===== config.mk =====
export PLATFORM = sky130hd
export DESIGN_NAME = reg_file
export DESIGN_NICKNAME = d
export VERILOG_FILES = /design/src/rtl/reg_file.sv
export SDC_FILE = /design/constraint.sdc
export NUM_CORES = 2
export LEC_CHECK = 0
export ABC_AREA = 1
export BUFFER_PORTS_ARGS = -buffer_cell sky130_fd_sc_hd__buf_2
export CAP_MARGIN = 15
export CORE_MARGIN = 3
export CORE_UTILIZATION = 40
export DETAILED_ROUTE_END_ITERATION = 12
export PLACE_DENSITY = 0.56
export SETUP_SLACK_MARGIN = 0.15
export SYNTH_ARGS = -nofsm -noshare
export SYNTH_HDL_FRONTEND = slang
export SYNTH_SLANG_ARGS = --single-unit

===== constraint.sdc =====
create_clock -name clk -period 3.3 [get_ports clk]
set_input_delay 0 -clock clk [delete_from_list [all_inputs] [get_ports clk]]
set_output_delay 0 -clock clk [all_outputs]
set_load 0.02 [all_outputs]

===== src/rtl/reg_file.sv =====
// MIPS architectural register file: 32 GPRs, two combinational read ports,
// one synchronous write port, optional same-cycle write-to-read forwarding.

module reg_file_rd_port #(
   parameter int DATA_W = 32,
   parameter int ADDR_W = 5,
   parameter int BYPASS = 1
) (
   input  logic                                  i_rst_n,
   input  logic                                  i_we,
   input  logic [ADDR_W-1:0]                     i_waddr,
   input  logic [DATA_W-1:0]                     i_wdata,
   input  logic [ADDR_W-1:0]                     i_raddr,
   input  logic [(2**ADDR_W)-1:0][DATA_W-1:0]    i_ent,
   output logic [DATA_W-1:0]                     o_rdata
);

   logic w_hit;

   // Index 0 never forwards, so a discarded write to $zero stays invisible.
   assign w_hit = (BYPASS != 0) && i_we && (i_waddr == i_raddr) && (i_raddr != '0);

   always_comb begin
      o_rdata = i_ent[i_raddr];
      if (!i_rst_n)
         o_rdata = '0;
      else if (w_hit)
         o_rdata = i_wdata;
   end

endmodule

module reg_file #(
   parameter int DATA_W = 32,
   parameter int ADDR_W = 5,
   parameter int BYPASS = 1
) (
   input  logic              clk,
   input  logic              rst_n,
   input  logic              we,
   input  logic [ADDR_W-1:0] waddr,
   input  logic [DATA_W-1:0] wdata,
   input  logic [ADDR_W-1:0] raddr1,
   input  logic [ADDR_W-1:0] raddr2,
   output logic [DATA_W-1:0] rdata1,
   output logic [DATA_W-1:0] rdata2
);

   localparam int DEPTH = 2**ADDR_W;

   logic [DEPTH-1:0][DATA_W-1:0] w_ent;
   logic [1:0][ADDR_W-1:0]       w_raddr;
   logic [1:0][DATA_W-1:0]       w_rdata;

   // Entry 0 is a constant, not a flop; every other entry owns its own enable.
   for (genvar g = 0; g < DEPTH; g++) begin : g_ent
      if (g == 0) begin : g_zero
         assign w_ent[g] = '0;
      end else begin : g_reg
         logic [DATA_W-1:0] r_val;
         always_ff @(posedge clk or negedge rst_n) begin
            if (!rst_n)
               r_val <= '0;
            else if (we && (waddr == ADDR_W'(g)))
               r_val <= wdata;
         end
         assign w_ent[g] = r_val;
      end
   end

   assign w_raddr[0] = raddr1;
   assign w_raddr[1] = raddr2;

   for (genvar p = 0; p < 2; p++) begin : g_rd
      reg_file_rd_port #(
         .DATA_W (DATA_W),
         .ADDR_W (ADDR_W),
         .BYPASS (BYPASS)
      ) u_port (
         .i_rst_n (rst_n),
         .i_we    (we),
         .i_waddr (waddr),
         .i_wdata (wdata),
         .i_raddr (w_raddr[p]),
         .i_ent   (w_ent),
         .o_rdata (w_rdata[p])
      );
   end

   assign rdata1 = w_rdata[0];
   assign rdata2 = w_rdata[1];

endmodule


* Word level (Yosys, flattened, before mapping)
Cells that the tools add are included.
Word-level totals: bits in registers 992, input port bits 50, output and inout bits 64, word-level logic and storage cells 111
Cells by class: magnitude comparators 2, muxes and demuxes 8, reductions and logical operators 37, eq/ne operators 33
Operators by type and width (number):
- binary-select mux 32 bit (select 5 bit) | 2
- two-way mux 32 bit | 6
- equality test 5 bit (second input constant) | 16
- equality test 5 x 4 -> 1 bit (second input constant) | 8
- logical AND 1 bit | 35
- equality test 5 x 3 -> 1 bit (second input constant) | 4
- less-than comparator 5 x 6 -> 1 bit (second input constant) | 2
- equality test 5 x 2 -> 1 bit (second input constant) | 2
- equality test 5 bit | 2
- nonzero test 5 bit | 2
- equality test 5 x 1 -> 1 bit (second input constant) | 1

* Longest topological paths before layout
depth in word-level cells 5, gate-level depth with buffers 13, gate-level depth less buffers 10

* Modules after synthesis
Synthesis repeated with hierarchy kept, for this count alone.
Unflattened totals: cells, all modules 9426, area, all modules 60865.9 um^2
Modules (own cells, without submodules):
- reg_file | seq. area each 24823.8 um^2, cells each 4462, area each 39580.5 um^2, times used 1
- reg_file_rd_port | seq. area each 0.0 um^2, cells each 2482, area each 10642.7 um^2, times used 2

* Worst setup path after synthesis
OpenSTA, ideal clock, no wires.
path type input -> output, from input raddr2[2], to output rdata2[14], slack 1.945 ns, arrival 1.355 ns, data required time 3.300 ns, buffers on the path 2, cell stages on the path 11, cell sequence buf_2 -> nor2_4 -> nand3_1 -> nand2_1 -> nand2_1 -> nand2_1 -> nor2_1 -> inv_2 -> clkbuf_1 -> o21ai_1 -> nor2_1
On the way: word-level cells in the longest chain between the ends 5, elaborated cells on any way between the ends 8, classes of those cells eq/ne: 1; mux: 4; reduce/logical: 3
RTL lines:
- from (decl) | line 44 | input logic [ADDR_W-1:0] raddr2,
- branches (longest 3 deep; another with binary-select mux 32 bit (select 5 bit))
- two-way mux 32 bit * | line 27 | else if (w_hit)
- two-way mux 32 bit * | line 25 | if (!i_rst_n)
- to (decl) | line 46 | output logic [DATA_W-1:0] rdata2
Mark *: on every way between the ends. The select of a mux whose other input is x is not followed.

* Worst setup path after layout
from input waddr[2], to output rdata1[16]
On the way: word-level cells in the longest chain between the ends 5
RTL lines:
- from (decl) | line 41 | input logic [ADDR_W-1:0] waddr,
- equality test 5 bit | line 21 | assign w_hit = (BYPASS != 0) && i_we && (i_waddr == i_raddr) && (i_raddr != '0);
- logical AND 1 bit (2 in series) | line 21
- two-way mux 32 bit | line 27
- two-way mux 32 bit | line 25
- to (decl) | line 45 | output logic [DATA_W-1:0] rdata1,
Every way passes these cells.

==> metrics.csv <==
metric;value;unit
status;completed;
Slew HR;0.169;
unique cell type count in the Yosys netlist;24;
Initial Utilization;0.404;
final RePlAce weighted congestion;0.879;
synth warn;0;
Max Slew Vio Count;0;
CTS sink cnt;992;
area grow syn2layout;10.4;%
sequential area share after synthesis;0.446;
Seq cells post-synth;992;
Most used DFF post-synth;dfrtp_1;
largest net degree at the start of global routing;154;
Achievable Freq;328;MHz
Setup WS post-layout;251;ps
WP data arrival;3050;ps
vias post-DR;56958;
CP Max Fanout;18;
most frequent cell after synthesis;nand2_1;
LEAKAGE;0.0288;uW
TNS Setup;0;ps
skew final;0;ps
Final Setup Violations;0;
EDFF count, synth;0;
vias in the first global route;53103;
Clk Latency, worst-skew pair;730;ps
Clock Tree Buf Depth;3;
share of layout cells above drive strength 1;0.0642;
Min-Delay Path Class;in2async;
syn nets;8199;
DRC;0;
CP startpoint kind;input pin;
first-pass GRT wire length;353;mm
Mapped Avg Cell Area;6.83;um2
die footprint;144000;um2
Avg WL per Cell;24.4;um
Synth Instances;8149;
IO Count;114;
top cells by instance count after synthesis;nand2_1, nand3_1, o21ai_0, dfrtp_1, clkbuf_1;
fillers;14227;
Port-buffer cells;113;
Max VDD drop;0.428;mV
Pre-Repair DR Iteration Count;6;
die extent in y;379;um
RSZ-0062 raised after global routing;false;
CTS buffer count;112;
Max Cap Viol;0;
pre-CTS setup slack;891;ps
area of the mapped netlist;55600;um2
clock slew at reported path FFs;60;ps
top area cells in the synthesized netlist;dfrtp_1, nand2_1, nand3_1;
core area;138000;um2
crit end category;output port;
DR iter-0 viols;7312;
fin nets;7855;
Worst EP required;3300;ps
worst slew pin tran;1250;ps
area leader, netlist;dfrtp_1;
CTS tree;yes;
post_cts resized;0;
final period utilization;0.924;
Tmin final;3050;ps
max reg flops;992;
Die X;379;um
Setup Crit Path Kind;in2out;
Root Driver;clkbuf_16;
Post-Route WL;236;mm
htree depth;3;
DP Wirelength;124;mm
Regs by FF count;g_ent.g_reg.r_val (992);
share of the synthesized area in the top cell type;0.446;
Via density;5.87;
Rows;136;
final hold vios;0;
Reg with most FFs;g_ent.g_reg.r_val;
FFs w/ async S/R, synth;1.00;
total grt overflow;0;
number of nets with antenna violations after routing;0;
initial antenna violation count;7;
pwr/cell area;593;nW/um2
GRT Util Overall;0.325;
final total power;36400;uW
## worst max-delay path, cell delays in order
cell	delay, ps
dlygate4sd3_1	600
buf_2	190
inv_1	140
nand2_1	140
o21ai_0	190
nand2_1	60
nand2_1	100
nor2_4	50
inv_2	700
nand3_1	360
nand2_1	280
inv_1	60
buf_2	160
## final cells by class
class                   count  area, um2  area share
diodes                      4       10.0    0.000163
repair buffers            260       2360      0.0385
flip-flops and latches    992      24800       0.404
multi-input cells        6264      27400       0.447
well taps                1794       2240      0.0366
clock inverters            35        435     0.00709
clock buffers             172       3390      0.0553
inverters                 175        697      0.0114
## timing repair
item	4_1_cts	5_1_grt
endpoints found under the hold margin	901	124
buffers inserted	0	0
hold buffers	9	4
## metrics by stage
step	cells	hold slack, ps	instance area [um2]	utilization
2_1_floorplan	8149	-296	55600	-
4_1_cts	9684	9.30	61300	0.444
3_5_place_dp	9468	-137	57300	0.416
6_report	9696	34.4	61400	0.445
3_3_place_gp	9468	-137	57300	0.416
5_1_grt	9693	57.5	61400	0.445
## cell families (layout without fill, tap and decap cells)
group,count (synthesis),count (layout),share of synthesized area
compound gates,1225,1225,0.111
flops,992,992,0.446
xor+xnor,2,2,0.000315
simple gates,5037,5037,0.376
buf+inv,893,642,0.0658
other cells,0,4,0
## routing by layer
metal	up-vias	GRT usage	wire length [um]
met5	-	0	27
met2	3316	0.500	101000
met1	27147	0.447	97300
li1	25899	-	-
met3	592	0.0681	26700
met4	4	0.133	10900
## path summary, 6_finish.rpt
kind / from / end / slack [ps] / cells after the start
max in group asynchronous: rst_n / g_ent[24].g_reg.r_val[5] / 2030 / 4
max reg2reg: g_ent[2].g_reg.r_val[14] / g_ent[2].g_reg.r_val[14] / 2530 / 2
max: waddr[2] / rdata1[16] / 250 / 13
min in group clk: wdata[12] / g_ent[17].g_reg.r_val[12] / 70 / 3
min: rst_n / g_ent[14].g_reg.r_val[14] / 30 / 3
min reg2reg: g_ent[17].g_reg.r_val[2] / g_ent[17].g_reg.r_val[2] / 510 / 2
## cell usage in the layout (no fill, tap or decap), drive strengths merged, types with 21 or more instances in the layout
cell type	count
clkinv	22
clkbuf	173
buf	246
dfrtp	992
inv	177
o21ai	1080
or2	32
nor2	353
a21oi	109
nand3	1541
a21boi	21
nand2	3111
## power breakdown
part           total (uW)  internal, uW  leakage, uW  switching (uW)
Sequential          16200         14400       0.0129            1780
Clock               13200          7810      0.00190            5430
Combinational        6960          2480       0.0140            4480
No activity file was read; power rests on OpenSTA's default activity.
